## src/rtl/genius_pkg.sv

```systemverilog
// Shared types and constants for the Genius colour-sequence game blocks.
// Optional feature macro used by the player: GENIUS_SEQ_PLAYER_ABORT_EN.
package genius_pkg;

  typedef enum logic [1:0] {
    IDLE = 2'd0,
    SHOW = 2'd1,
    GAP  = 2'd2
  } state_t;

  localparam int GENIUS_NIB   = 4;
  localparam int GENIUS_STEPS = 16;

  localparam logic [3:0] LED_0 = 4'b0001;
  localparam logic [3:0] LED_1 = 4'b0010;
  localparam logic [3:0] LED_2 = 4'b0100;
  localparam logic [3:0] LED_3 = 4'b1000;

endpackage

```

## src/rtl/genius_tick_timer.sv

```systemverilog
// Counts level-rate tick strobes up to a loadable limit; expire marks the
// tick that reaches the limit, after which the count restarts from zero.
module genius_tick_timer #(
  parameter int CW = 2
) (
  input  logic          clk,
  input  logic          rst_n,
  input  logic          clr,
  input  logic          tick,
  input  logic [CW-1:0] limit,
  output logic          expire
);

  logic [CW-1:0] cnt;

  assign expire = tick && !clr && (cnt == limit - CW'(1));

  always_ff @(posedge clk or negedge rst_n) begin
    if (!rst_n) begin
      cnt <= '0;
    end else if (clr || expire) begin
      cnt <= '0;
    end else if (tick) begin
      cnt <= cnt + CW'(1);
    end
  end

endmodule

```

## src/rtl/genius_seq_player.sv

```systemverilog
// Plays the latched colour sequence steps 0..ROUND on the LEDs, paced by TICK.
// Define GENIUS_SEQ_PLAYER_ABORT_EN to add the ABORT input.
module genius_seq_player
  import genius_pkg::*;
#(
  parameter int P_NIB       = GENIUS_NIB,
  parameter int P_STEPS     = GENIUS_STEPS,
  parameter int P_ON_TICKS  = 2,
  parameter int P_GAP_TICKS = 1
) (
  input  logic                     CLOCK_50,
  input  logic                     R_N,
`ifdef GENIUS_SEQ_PLAYER_ABORT_EN
  input  logic                     ABORT,
`endif
  input  logic                     START,
  input  logic [3:0]               ROUND,
  input  logic [P_NIB*P_STEPS-1:0] SEQ,
  input  logic                     TICK,
  output logic [P_NIB-1:0]         leds,
  output logic                     BUSY,
  output logic                     DONE,
  output logic [3:0]               STEP
);

  localparam int SW   = P_NIB * P_STEPS;
  localparam int TMAX = (P_ON_TICKS > P_GAP_TICKS) ? P_ON_TICKS : P_GAP_TICKS;
  localparam int CW   = $clog2(TMAX + 1);

  state_t         state;
  logic [SW-1:0]  seq_lat;
  logic [3:0]     round_lat;
  logic [CW-1:0]  limit;
  logic           expire;
  logic           tmr_clr;
  logic           abort_w;

`ifdef GENIUS_SEQ_PLAYER_ABORT_EN
  assign abort_w = ABORT;
`else
  assign abort_w = 1'b0;
`endif

  function automatic logic [P_NIB-1:0] nib_at(input logic [SW-1:0] seq,
                                              input logic [3:0]    idx);
    return seq[idx*P_NIB +: P_NIB];
  endfunction

  // Timer is held clear while idle so a TICK on the accepted START edge is not counted.
  assign limit   = (state == GAP) ? CW'(P_GAP_TICKS) : CW'(P_ON_TICKS);
  assign tmr_clr = (state == IDLE) || abort_w;

  genius_tick_timer #(
    .CW (CW)
  ) u_timer (
    .clk    (CLOCK_50),
    .rst_n  (R_N),
    .clr    (tmr_clr),
    .tick   (TICK),
    .limit  (limit),
    .expire (expire)
  );

  always_ff @(posedge CLOCK_50 or negedge R_N) begin
    if (!R_N) begin
      state     <= IDLE;
      seq_lat   <= '0;
      round_lat <= '0;
      leds      <= '0;
      BUSY      <= 1'b0;
      DONE      <= 1'b0;
      STEP      <= '0;
    end else begin
      DONE <= 1'b0;
      if (abort_w && state != IDLE) begin
        state <= IDLE;
        leds  <= '0;
        BUSY  <= 1'b0;
        STEP  <= '0;
      end else begin
        case (state)
          IDLE: begin
            if (START) begin
              seq_lat   <= SEQ;
              round_lat <= ROUND;
              STEP      <= '0;
              leds      <= SEQ[P_NIB-1:0];
              BUSY      <= 1'b1;
              state     <= SHOW;
            end
          end
          SHOW: begin
            if (expire) begin
              leds  <= '0;
              state <= GAP;
            end
          end
          GAP: begin
            if (expire) begin
              if (STEP == round_lat) begin
                BUSY  <= 1'b0;
                DONE  <= 1'b1;
                state <= IDLE;
              end else begin
                STEP  <= STEP + 4'd1;
                leds  <= nib_at(seq_lat, STEP + 4'd1);
                state <= SHOW;
              end
            end
          end
          default: state <= IDLE;
        endcase
      end
    end
  end

endmodule

```

## config.mk

```make
export PLATFORM = sky130hd
export DESIGN_NAME = genius_seq_player
export DESIGN_NICKNAME = d
export VERILOG_FILES = /design/src/rtl/genius_pkg.sv /design/src/rtl/genius_tick_timer.sv /design/src/rtl/genius_seq_player.sv
export SDC_FILE = /design/constraint.sdc
export NUM_CORES = 1
export LEC_CHECK = 0
export BUFFER_PORTS_ARGS = -buffer_cell sky130_fd_sc_hd__buf_2
export CORE_ASPECT_RATIO = 1.75
export CORE_MARGIN = 1.5
export CORE_UTILIZATION = 38
export CTS_CLUSTER_SIZE = 30
export DETAILED_ROUTE_END_ITERATION = 10
export SLEW_MARGIN = 20
export SYNTH_ARGS = -nofsm -noshare
export SYNTH_HDL_FRONTEND = slang
export SYNTH_SLANG_ARGS = --single-unit
```

## constraint.sdc

```tcl
create_clock -name CLOCK_50 -period 4.7 [get_ports CLOCK_50]
set_input_delay 0.235 -clock CLOCK_50 [delete_from_list [all_inputs] [get_ports CLOCK_50]]
set_output_delay 0.235 -clock CLOCK_50 [all_outputs]
set_load 0.02 [all_outputs]
```

==> results.ini <==
[routing]
first_pass_iters = 4
num_vias = 2433
drt.antenna.violating_nets = 0
drt_wl_cell_um = 17.0
drt_iter0_drc = 71
remaining_drc_errors = 0
via_per_inst = 5.03
route.final.wire_length_um = 8230

[synth]
synth_ff_type = dfrtp_1
post_synth_instance_area_um2 = 3930
synth-seq-cells = 82
syn_inst = 273
number_of_synthesized_flops_with_an_enable_pin = 0
async_flop_share = 1.00
ys_seq_area_frac = 0.522
post_synth.cell_area_avg_um2 = 14.4
synth_fp_nets = 350
synth.distinct_cells = 34
synthesis.yosys.warnings = 0

[timing]
max_freq_ghz = 0.365
unrepaired_setup_endpoints_after_global_routing = no
timing.hold.ws_ns = -0.0714
clock-skew-final_ns = 0.00399
timing.final.hold_violations = 82
setup_total_negative_slack_ns = 0
slew_viol_final = 0
setup_violations = 0
max-slew-margin-rel = 0.379
worst_pin_slew_ns = 0.924
finalCriticalPeriod_ns = 2.74
min_period_over_period = 0.583

[worst_setup_path]
critical_path_peak_fanout = 23
worst_path_dominant_cell_family = multiplexers
rr_worst_depth = 7
worst_reg2reg_path_startpoint = STEP[0]
crit_buf_inv = 1
timing_worst_setup_path_type = reg -> reg
worst_r2r_endpoint = leds[2]
kind_of_start_point_of_the_critical_path = flop
worstSetupPathDepth = 7
r2r_setup_slack_ns = 1.96
worstSetupEndpointType = flop
crit_required_ns = 4.91
timing.critical_path.slowest_cell_delay_ns = 0.85
crit_slowest_cell = ha_1
crit_chain = buf_4, ha_1, mux4_2, mux2i_1, mux2_2, o22ai_1, mux2_4
crit_arrival_ns = 2.96

[power]
power.ir.vdd_worst_mv = 0.310
leakage_nw = 2.14
power.density_nw_per_um2 = 714
total_power_after_layout_mw = 3.43

[floorplanning]
chipHeight_um = 138
die_width_um = 79.9
start_util = 0.386
io_pins = 82
num_rows = 49
die_area_um2 = 11000
core_box_area_um2 = 10200

[global_routing]
grt-busiest-layer = met2
met2_track_demand_over_resource = 0.284
grt_antenna_before_repair = 0
maximum_number_of_pins_on_one_net_before_global_route_repair = 83
gr-usage-met1 = 0.194
grt_pass1_wl_um = 13300
grt_overflow = 0
use_met3 = 0.0318
vias_in_the_first_global_route = 2603
grt_util_all_layers = 0.165

[clocking]
cts.path.max_buffers = 2
tritoncts_clock_tree = done
clock_insertion_delay_worst_skew_ns = 0.33
clkSlewWorstSetupHoldPaths_ns = 0.06
cts-htree-levels = 3
ctsRootBufferMaster = clkbuf_16
post-cts-setup-buffer-count = 0
sink_count_of_the_clock_tree = 82
cts_inserted_buffers = 9
postCtsResizedCells = 0
cts_hold_buf = 0

[layout]
antenna_cells = 0
synthToLayoutAreaGrowth_pct = 22.1
layout-drive-gt1-share = 0.538
final_core_utilization = 0.472
final_nets = 429
design_area_final_um2 = 4800

[status]
outcome = complete, but fails checks
violations = hold timing

[flow_run]
max_cap_viol_count = 0

[placement]
placement.cell_area_um2 = 4440
port_buffers = 81
globalplace.congestion = 0.780
dp_hpwl_um = 5950

[min_path]
worstHoldPathType = in -> async

layout by cell type (no fill, tap or decap), types with 2 or more instances in the layout:
cell type  count
ha_1           5
dfrtp_1       82
xor2_1         5
or3_1          2
a22oi_1        2
mux2_4         4
o22ai_1        4
a21oi_1        4
clkbuf_16      9
nor3_1         4
nor2_1         4
o21ai_0       11
inv_1          9
nand2_1       13
mux2i_1        9
clkbuf_8       2
buf_4          2
bufinv_16      3
xnor2_1        2
mux4_2        16
nand2b_1       2
buf_2         80
mux2_2        68
state kept, by name, summed over array words and instances (netlist names):
register     cells
seq_lat         64
STEP             4
round_lat        4
state            2
leds             4
DONE             1
u_timer.cnt      2
BUSY             1
through the flow:
step,std cells,worst slack (ns)
3_5_place_dp,468,1.91
5_1_grt,484,1.80
3_3_place_gp,468,1.93
2_1_floorplan,273,2.52
6_report,484,1.96
4_1_cts,484,1.90
how the worst max path moves through the flow:
stage | startpoint | endpoint | slack, ns
2_1_floorplan | STEP[1] | leds[1] | 2.52
5_1_grt | STEP[0] | leds[1] | 1.80
6_report | STEP[0] | leds[2] | 1.96
4_1_cts | STEP[0] | leds[0] | 1.90
3_5_place_dp | STEP[0] | leds[0] | 1.91
3_3_place_gp | STEP[0] | leds[0] | 1.93
worst register-to-register path, delay by kind of cell (launching register included):
kind | cells | cell delay [ns]
adder cells (fa/ha/maj) | 1 | 0.85
buffers and inverters | 1 | 0.25
multiplexers | 4 | 1.10
flip-flops | 1 | 0.35
AO/OA/AOI/OAI | 1 | 0.06
synthesized netlist by cell type (2+ instances only):
library cell  count  area share
a21oi_1           4      0.0051
a22oi_1           2      0.0038
buf_2             3      0.0038
buf_4             2      0.0038
clkbuf_1          7      0.0067
clkbuf_2          2      0.0025
dfrtp_1          82        0.52
ha_1              5       0.016
inv_1             9      0.0086
mux2_2           68        0.19
mux2_4            4       0.015
mux2i_1           9       0.023
mux4_2           16       0.092
nand2_1          14       0.013
nand2b_1          2      0.0032
nor2_1            4      0.0038
nor3_1            4      0.0051
o21ai_0          11       0.014
o22ai_1           4      0.0064
or3_1             2      0.0032
xnor2_1           2      0.0045
xor2_1            5       0.011
final cells by class:
| type | instances | area [um2] |
|---|---|---|
| Sequential cell | 82 | 2050 |
| Tap cell | 127 | 159 |
| Fill cell | 950 | 5380 |
| Timing Repair Buffer | 83 | 427 |
| Multi-Input combinational cell | 167 | 1770 |
| Clock buffer | 12 | 256 |
| Inverter | 9 | 33.8 |
| Clock inverter | 4 | 97.6 |
routing by layer:
metal / part of all wire / vias to the layer above
met4: 0.022 / 0
met3: 0.034 / 14
li1: - / 1153
met2: 0.55 / 55
met1: 0.40 / 1211
met5: 0 / -
where the power goes:
part           switching, mW  internal (mW)
clock                  0.272          0.548
combinational          0.599          0.781
sequential             0.183           1.05
cells by family after synthesis:
family | Yosys count | synth area share
adder cells (fa/ha/maj) | 5 | 0.0159
flip-flops | 82 | 0.522
multiplexers | 97 | 0.325
buffers and inverters | 24 | 0.0283
AND/OR/NAND/NOR | 31 | 0.0388
AO/OA/AOI/OAI | 26 | 0.0474
XOR/XNOR | 8 | 0.0226
Note: power is estimated with default switching activity, not from simulation.
